### src/rtl/quick_cpu_imem_if.sv
// Load and fetch bundle between host/CPU (master) and the instruction memory (slave).
// QUICK_CPU_IMEM_CHECKSUM_EN adds the ld_sum return signal.
interface quick_cpu_imem_if #(
    parameter int ADDR_W = 8,
    parameter int DATA_W = 8
);
    logic              ld_start;
    logic              ld_valid;
    logic [DATA_W-1:0] ld_data;
    logic              ld_ready;
    logic              ld_last;
    logic              ld_done;
    logic              fetch_req;
    logic [ADDR_W-1:0] fetch_addr;
    logic              fetch_valid;
    logic [DATA_W-1:0] fetch_data;
    logic              fetch_oob;
`ifdef QUICK_CPU_IMEM_CHECKSUM_EN
    logic [DATA_W-1:0] ld_sum;
`endif

    modport master (
        output ld_start, ld_valid, ld_data, ld_last, fetch_req, fetch_addr,
        input  ld_ready, ld_done, fetch_valid, fetch_data, fetch_oob
`ifdef QUICK_CPU_IMEM_CHECKSUM_EN
        , input ld_sum
`endif
    );

    modport slave (
        input  ld_start, ld_valid, ld_data, ld_last, fetch_req, fetch_addr,
        output ld_ready, ld_done, fetch_valid, fetch_data, fetch_oob
`ifdef QUICK_CPU_IMEM_CHECKSUM_EN
        , output ld_sum
`endif
    );
endinterface

### src/rtl/quick_cpu_imem.sv
// Quick CPU program memory: byte-serial program load, then 1-cycle-latency fetch.
// Optional QUICK_CPU_IMEM_CHECKSUM_EN exposes a running byte sum of the loaded program.
module quick_cpu_imem #(
    parameter int DEPTH  = 16,
    parameter int ADDR_W = 8,
    parameter int DATA_W = 8
) (
    input logic               clk,
    input logic               rst,
    quick_cpu_imem_if.slave   bus
);
    localparam int IDX_W = (DEPTH > 1) ? $clog2(DEPTH) : 1;
    localparam int PTR_W = IDX_W + 1;

    localparam logic [1:0] IDLE = 2'd0;
    localparam logic [1:0] LOAD = 2'd1;
    localparam logic [1:0] RUN  = 2'd2;

    logic [1:0]        state_q, state_d;
    logic [PTR_W-1:0]  wptr_q, wptr_d;
    logic [PTR_W-1:0]  prog_len_q, prog_len_d;
    logic [DEPTH-1:0]  wr_q, wr_d;
    logic              fetch_valid_q, fetch_valid_d;
    logic [DATA_W-1:0] fetch_data_q, fetch_data_d;
    logic              fetch_oob_q, fetch_oob_d;
`ifdef QUICK_CPU_IMEM_CHECKSUM_EN
    logic [DATA_W-1:0] sum_q, sum_d;
`endif

    logic [DATA_W-1:0] mem [DEPTH];

    logic              xfer;
    logic [IDX_W-1:0]  widx;
    logic [IDX_W-1:0]  fidx;
    logic              f_oob;
    logic              f_hit;

    // A restart pulse owns the cycle: the host sees ld_ready low so the byte is not lost silently.
    assign bus.ld_ready = (state_q == LOAD) && (wptr_q < PTR_W'(DEPTH)) && !bus.ld_start;
    assign xfer         = bus.ld_valid && bus.ld_ready;
    assign widx         = wptr_q[IDX_W-1:0];

    assign fidx  = bus.fetch_addr[IDX_W-1:0];
    assign f_oob = ({1'b0, bus.fetch_addr} >= (ADDR_W+1)'(DEPTH));
    assign f_hit = !f_oob && ({1'b0, fidx} < prog_len_q) && wr_q[fidx];

    always_comb begin
        // NOTE: every target gets a default first so no path leaves it unassigned (no latch).
        state_d       = state_q;
        wptr_d        = wptr_q;
        prog_len_d    = prog_len_q;
        wr_d          = wr_q;
        fetch_valid_d = 1'b0;
        fetch_data_d  = fetch_data_q;
        fetch_oob_d   = fetch_oob_q;
`ifdef QUICK_CPU_IMEM_CHECKSUM_EN
        sum_d         = sum_q;
`endif

        if ((state_q == RUN) && bus.fetch_req) begin
            fetch_valid_d = 1'b1;
            fetch_oob_d   = f_oob;
            fetch_data_d  = f_hit ? mem[fidx] : '0;
        end

        if (bus.ld_start) begin
            state_d = LOAD;
            wptr_d  = '0;
            wr_d    = '0;
`ifdef QUICK_CPU_IMEM_CHECKSUM_EN
            sum_d   = '0;
`endif
        end else if (xfer) begin
            wr_d[widx] = 1'b1;
            wptr_d     = wptr_q + 1'b1;
`ifdef QUICK_CPU_IMEM_CHECKSUM_EN
            sum_d      = sum_q + bus.ld_data;
`endif
            if (bus.ld_last || (wptr_q == PTR_W'(DEPTH - 1))) begin
                state_d    = RUN;
                prog_len_d = wptr_q + 1'b1;
            end
        end
    end

    // NOTE: sequential state uses non-blocking assignments so every flop samples pre-edge values.
    always_ff @(posedge clk) begin
        if (rst) begin
            state_q       <= IDLE;
            wptr_q        <= '0;
            prog_len_q    <= '0;
            wr_q          <= '0;
            fetch_valid_q <= 1'b0;
            fetch_data_q  <= '0;
            fetch_oob_q   <= 1'b0;
`ifdef QUICK_CPU_IMEM_CHECKSUM_EN
            sum_q         <= '0;
`endif
        end else begin
            state_q       <= state_d;
            wptr_q        <= wptr_d;
            prog_len_q    <= prog_len_d;
            wr_q          <= wr_d;
            fetch_valid_q <= fetch_valid_d;
            fetch_data_q  <= fetch_data_d;
            fetch_oob_q   <= fetch_oob_d;
`ifdef QUICK_CPU_IMEM_CHECKSUM_EN
            sum_q         <= sum_d;
`endif
        end
    end

    // NOTE: the array has no reset; the per-entry written bits make stale contents read as zero.
    always_ff @(posedge clk) begin
        if (xfer) mem[widx] <= bus.ld_data;
    end

    assign bus.ld_done     = (state_q == RUN);
    assign bus.fetch_valid = fetch_valid_q;
    assign bus.fetch_data  = fetch_data_q;
    assign bus.fetch_oob   = fetch_oob_q;
`ifdef QUICK_CPU_IMEM_CHECKSUM_EN
    assign bus.ld_sum      = sum_q;
`endif
endmodule

### src/flat_wrapper.sv
// flat-port wrapper written by rule: the top's interface ports become plain ports
module quick_cpu_imem_flat 
#(
    parameter int DEPTH  = 16,
    parameter int ADDR_W = 8,
    parameter int DATA_W = 8
)
  (clk, rst, bus_ld_start, bus_ld_valid, bus_ld_data, bus_ld_last, bus_fetch_req, bus_fetch_addr, bus_ld_ready, bus_ld_done, bus_fetch_valid, bus_fetch_data, bus_fetch_oob);
  quick_cpu_imem_if #(.ADDR_W(ADDR_W), .DATA_W(DATA_W)) bus_i ();
  input logic clk;
  input logic rst;
  input wire logic [$bits(bus_i.ld_start)-1:0] bus_ld_start;
  input wire logic [$bits(bus_i.ld_valid)-1:0] bus_ld_valid;
  input wire logic [$bits(bus_i.ld_data)-1:0] bus_ld_data;
  input wire logic [$bits(bus_i.ld_last)-1:0] bus_ld_last;
  input wire logic [$bits(bus_i.fetch_req)-1:0] bus_fetch_req;
  input wire logic [$bits(bus_i.fetch_addr)-1:0] bus_fetch_addr;
  output wire logic [$bits(bus_i.ld_ready)-1:0] bus_ld_ready;
  output wire logic [$bits(bus_i.ld_done)-1:0] bus_ld_done;
  output wire logic [$bits(bus_i.fetch_valid)-1:0] bus_fetch_valid;
  output wire logic [$bits(bus_i.fetch_data)-1:0] bus_fetch_data;
  output wire logic [$bits(bus_i.fetch_oob)-1:0] bus_fetch_oob;
  assign bus_i.ld_start = bus_ld_start;
  assign bus_i.ld_valid = bus_ld_valid;
  assign bus_i.ld_data = bus_ld_data;
  assign bus_i.ld_last = bus_ld_last;
  assign bus_i.fetch_req = bus_fetch_req;
  assign bus_i.fetch_addr = bus_fetch_addr;
  assign bus_ld_ready = bus_i.ld_ready;
  assign bus_ld_done = bus_i.ld_done;
  assign bus_fetch_valid = bus_i.fetch_valid;
  assign bus_fetch_data = bus_i.fetch_data;
  assign bus_fetch_oob = bus_i.fetch_oob;
  quick_cpu_imem #(.DEPTH(DEPTH), .ADDR_W(ADDR_W), .DATA_W(DATA_W)) u_core (.clk(clk), .rst(rst), .bus(bus_i));
endmodule
### config.mk
export PLATFORM = sky130hd
export DESIGN_NAME = quick_cpu_imem_flat
export DESIGN_NICKNAME = d
export VERILOG_FILES = /design/src/rtl/quick_cpu_imem_if.sv /design/src/rtl/quick_cpu_imem.sv /design/src/flat_wrapper.sv
export SDC_FILE = /design/constraint.sdc
export NUM_CORES = 1
export LEC_CHECK = 0
export CORE_MARGIN = 2
export CORE_UTILIZATION = 59
export DETAILED_ROUTE_END_ITERATION = 12
export HOLD_SLACK_MARGIN = 0.03
export PLACE_DENSITY = 0.83
export SLEW_MARGIN = 10
export SYNTH_ARGS = -nofsm -noshare
export SYNTH_HDL_FRONTEND = slang
export SYNTH_SLANG_ARGS = --single-unit
### constraint.sdc
create_clock -name clk -period 3.3 [get_ports clk]
set_clock_uncertainty 0.2 [all_clocks]
set_input_delay 0.66 -clock clk [delete_from_list [all_inputs] [get_ports clk]]
set_output_delay 0.66 -clock clk [all_outputs]
set_load 0.005 [all_outputs]
==> metrics <==
Sink Count 166; GR Overflow Total 0; period utilization 87.5%; reg2reg end u_core.prog_len_q[3]; post-DR wirelength/cell 23.5 um; synthesized instance count 377; CTS Buf Count 17; warnings from Yosys 0; Routed Antenna Nets 0; CP delay by family, top buffers and inverters; crit end category output pin; Pins Over Slew Limit 0; Post-CTS Hold Buffers 0; Pwr Density 577 mW/mm2; vias in the first global route 3856; most frequent CP cell clkdlybuf4s50_1; TritonCTS clock tree built; Die H 109 um; CP cell instances clkdlybuf4s50_1 > nor4b_2 > clkdlybuf4s50_1; outcome complete, no violations; CTS clk-pin slew, worst paths 60 ps; via count 3651; DP HPWL 8660 um; FP Rows 38; largest stage delay on the critical path 560 ps; dominant synthesized flop cell edfxtp_1; total core area 0.0108 mm2; RSZ-0062 raised after global routing no; Starting Density 60.5%; hold path depth 1; setup violators final 0; Peak VDD IR 343 uV; max_cap viols 0; Total Routing Usage GR 25.4%; Max-slew headroom 46.0%; first-pass GRT wire length 21400 um; routability cong. 0.803; R2R setup slack 1030 ps; hold_sp u_core.wr_q[9]; async set-or-reset flop fraction in the synthesized netlist 0%; most common cell after layout, fill and taps aside edfxtp_1; number of library cell types mapped by synthesis 42; r2r startpoint u_core.wptr_q[0]; Layout Area Growth over Synthesis 18.7%; TritonRoute pass-1 iters 5; Root Buffer clkbuf_8; register area share after synthesis 70.2%; DRT iter0 DRCs 431; layout cells sized above 1 18.2%; Via density 6.18; Area after DPL 0.00716 mm2; Arr. time, crit path 2030 ps; crit-path max FO 4; htree depth 4; initial antenna violation count 0; fin area 0.00778 mm2; io pins 34; number of buffer cells added on primary ports 33; Layout Cells excl Fill 591; worst min path class flip-flop to flip-flop; DRC viols 0; depth of the most critical reg-to-reg path 6; Crit-path slowest cell clkdlybuf4s50_1; Period minus WS final 2890 ps; Required @ worst endpoint 2440 ps; average size of a mapped cell 17.4 um2; Post-Syn Area 0.00656 mm2; Critical Path Source Type input port; post-synthesis sequential element count 166; crit path buf inv count 2; clk_lat worst skew 530 ps; hold path endpoint u_core.wr_q[9]; PostCTS Resize Cnt 0; setup_tns 0 ps; Lkg Pwr 2.67 nW; Total Routed Length 13900 um; Setup CP Type input port to output pin; Achievable Freq 346 MHz; die area 0.0120 mm2; most frequent cells in the layout edfxtp_1, dfxtp_1, clkdlybuf4s50_1; Clock Tree Buf Depth 2; chip width 109 um; nets 468; Post-Place Cells 559; Worst-Margin Slew 807 ps; largest net degree at the start of global routing 35; Ant. Diodes 0; post-CTS setup repair buffer count 0; Post-Syn Nets 407; Post-synth EDFFs 128; Final Hold Vio Count 0
[power by group]
| part | internal [mW] | switching, mW |
|---|---|---|
| sequential | 2.25 | 0.00310 |
| combinational | 0.0893 | 0.109 |
| clock | 1.27 | 0.764 |
[worst max-delay path by stage]
stage,slack (ps),startpoint,endpoint,depth (start not counted)
2_1_floorplan,620,bus_ld_start,u_core.mem[3][0],5
3_3_place_gp,440,bus_ld_start,bus_ld_ready,3
3_5_place_dp,400,bus_fetch_addr[2],u_core.bus.fetch_data[4],7
4_1_cts,400,bus_ld_start,bus_ld_ready,3
5_1_grt,300,bus_ld_start,bus_ld_ready,3
6_report,410,bus_ld_start,bus_ld_ready,3
[routing by layer]
| metal | GRT usage (%) | wire length, um |
|---|---|---|
| met3 | 7.05 | 1150 |
| met2 | 42.9 | 7190 |
| met5 | 0 | 0 |
| met1 | 31.1 | 5230 |
| met4 | 10.6 | 302 |
[logic make-up after synthesis]
group | Yosys count | share of synthesized area (%)
and+or+nand+nor | 76 | 5.74
buffers and inverters | 24 | 2.25
AOI/OAI and AO/OA | 59 | 6.77
xor gates and xnor gates | 5 | 0.668
DFF | 166 | 70.2
adders and majority gates | 8 | 1.53
muxes | 39 | 12.8
[stage by stage]
stage | hold slack [ps] | power, mW | utilization, % | worst slack (ps)
detailed placement | 254 | 2.49 | 66.1 | 404
finish | 263 | 4.49 | 71.8 | 411
global placement | 241 | 2.48 | 66.1 | 436
floorplan | 233 | 2.41 | - | 622
CTS | 267 | 4.50 | 71.8 | 399
global route | 280 | 4.60 | 71.8 | 300
[worst reg2reg max path, stage by stage, from the launching register on]
cell and delay, ps:
dfxtp_1 390, ha_1 270, and3_1 200, ha_1 190, o211ai_1 590, nor2_1 110
a211oi_1 240
[area by class of cell]
type / count / area (um2)
Multi-Input combinational cell: 187 / 1810
Clock buffer: 26 / 542
Tap cell: 140 / 175
Clock inverter: 6 / 82.6
Fill cell: 654 / 3060
Timing Repair Buffer: 60 / 553
Sequential cell: 166 / 4600
Inverter: 6 / 22.5
[cells in the mapped netlist (2+ instances only)]
| master | instances | area, um2 |
|---|---|---|
| edfxtp_1 | 128 | 3840 |
| dfxtp_1 | 38 | 761 |
| nor2_1 | 30 | 113 |
| mux4_2 | 19 | 428 |
| o21a_1 | 18 | 135 |
| a22oi_1 | 17 | 128 |
| nand2_1 | 17 | 63.8 |
| mux4_1 | 13 | 342 |
| clkbuf_1 | 9 | 33.8 |
| a32o_1 | 8 | 80.1 |
| ha_1 | 8 | 100 |
| a21oi_1 | 6 | 30.0 |
| inv_1 | 6 | 22.5 |
| mux2i_1 | 6 | 60.1 |
| a211oi_1 | 5 | 37.5 |
| nand2b_1 | 5 | 31.3 |
| nor2b_1 | 5 | 31.3 |
| and2_1 | 4 | 25.0 |
| nand3_1 | 3 | 15.0 |
| xor2_1 | 3 | 26.3 |
| buf_12 | 2 | 40.0 |
| buf_4 | 2 | 15.0 |
| buf_6 | 2 | 22.5 |
| nor3_1 | 2 | 10.0 |
| nor3_2 | 2 | 20.0 |
| o211ai_1 | 2 | 15.0 |
| xnor2_1 | 2 | 17.5 |
[flip-flops by register name, indices dropped and copies added, names as in the netlist]
register / count
u_core.bus.fetch_oob: 1
u_core.bus.fetch_data: 8
u_core.mem: 128
u_core.wptr_q: 5
u_core.wr_q: 16
u_core.bus.fetch_valid: 1
u_core.state_q: 2
u_core.prog_len_q: 5
Note: power is estimated with default switching activity, not from simulation.
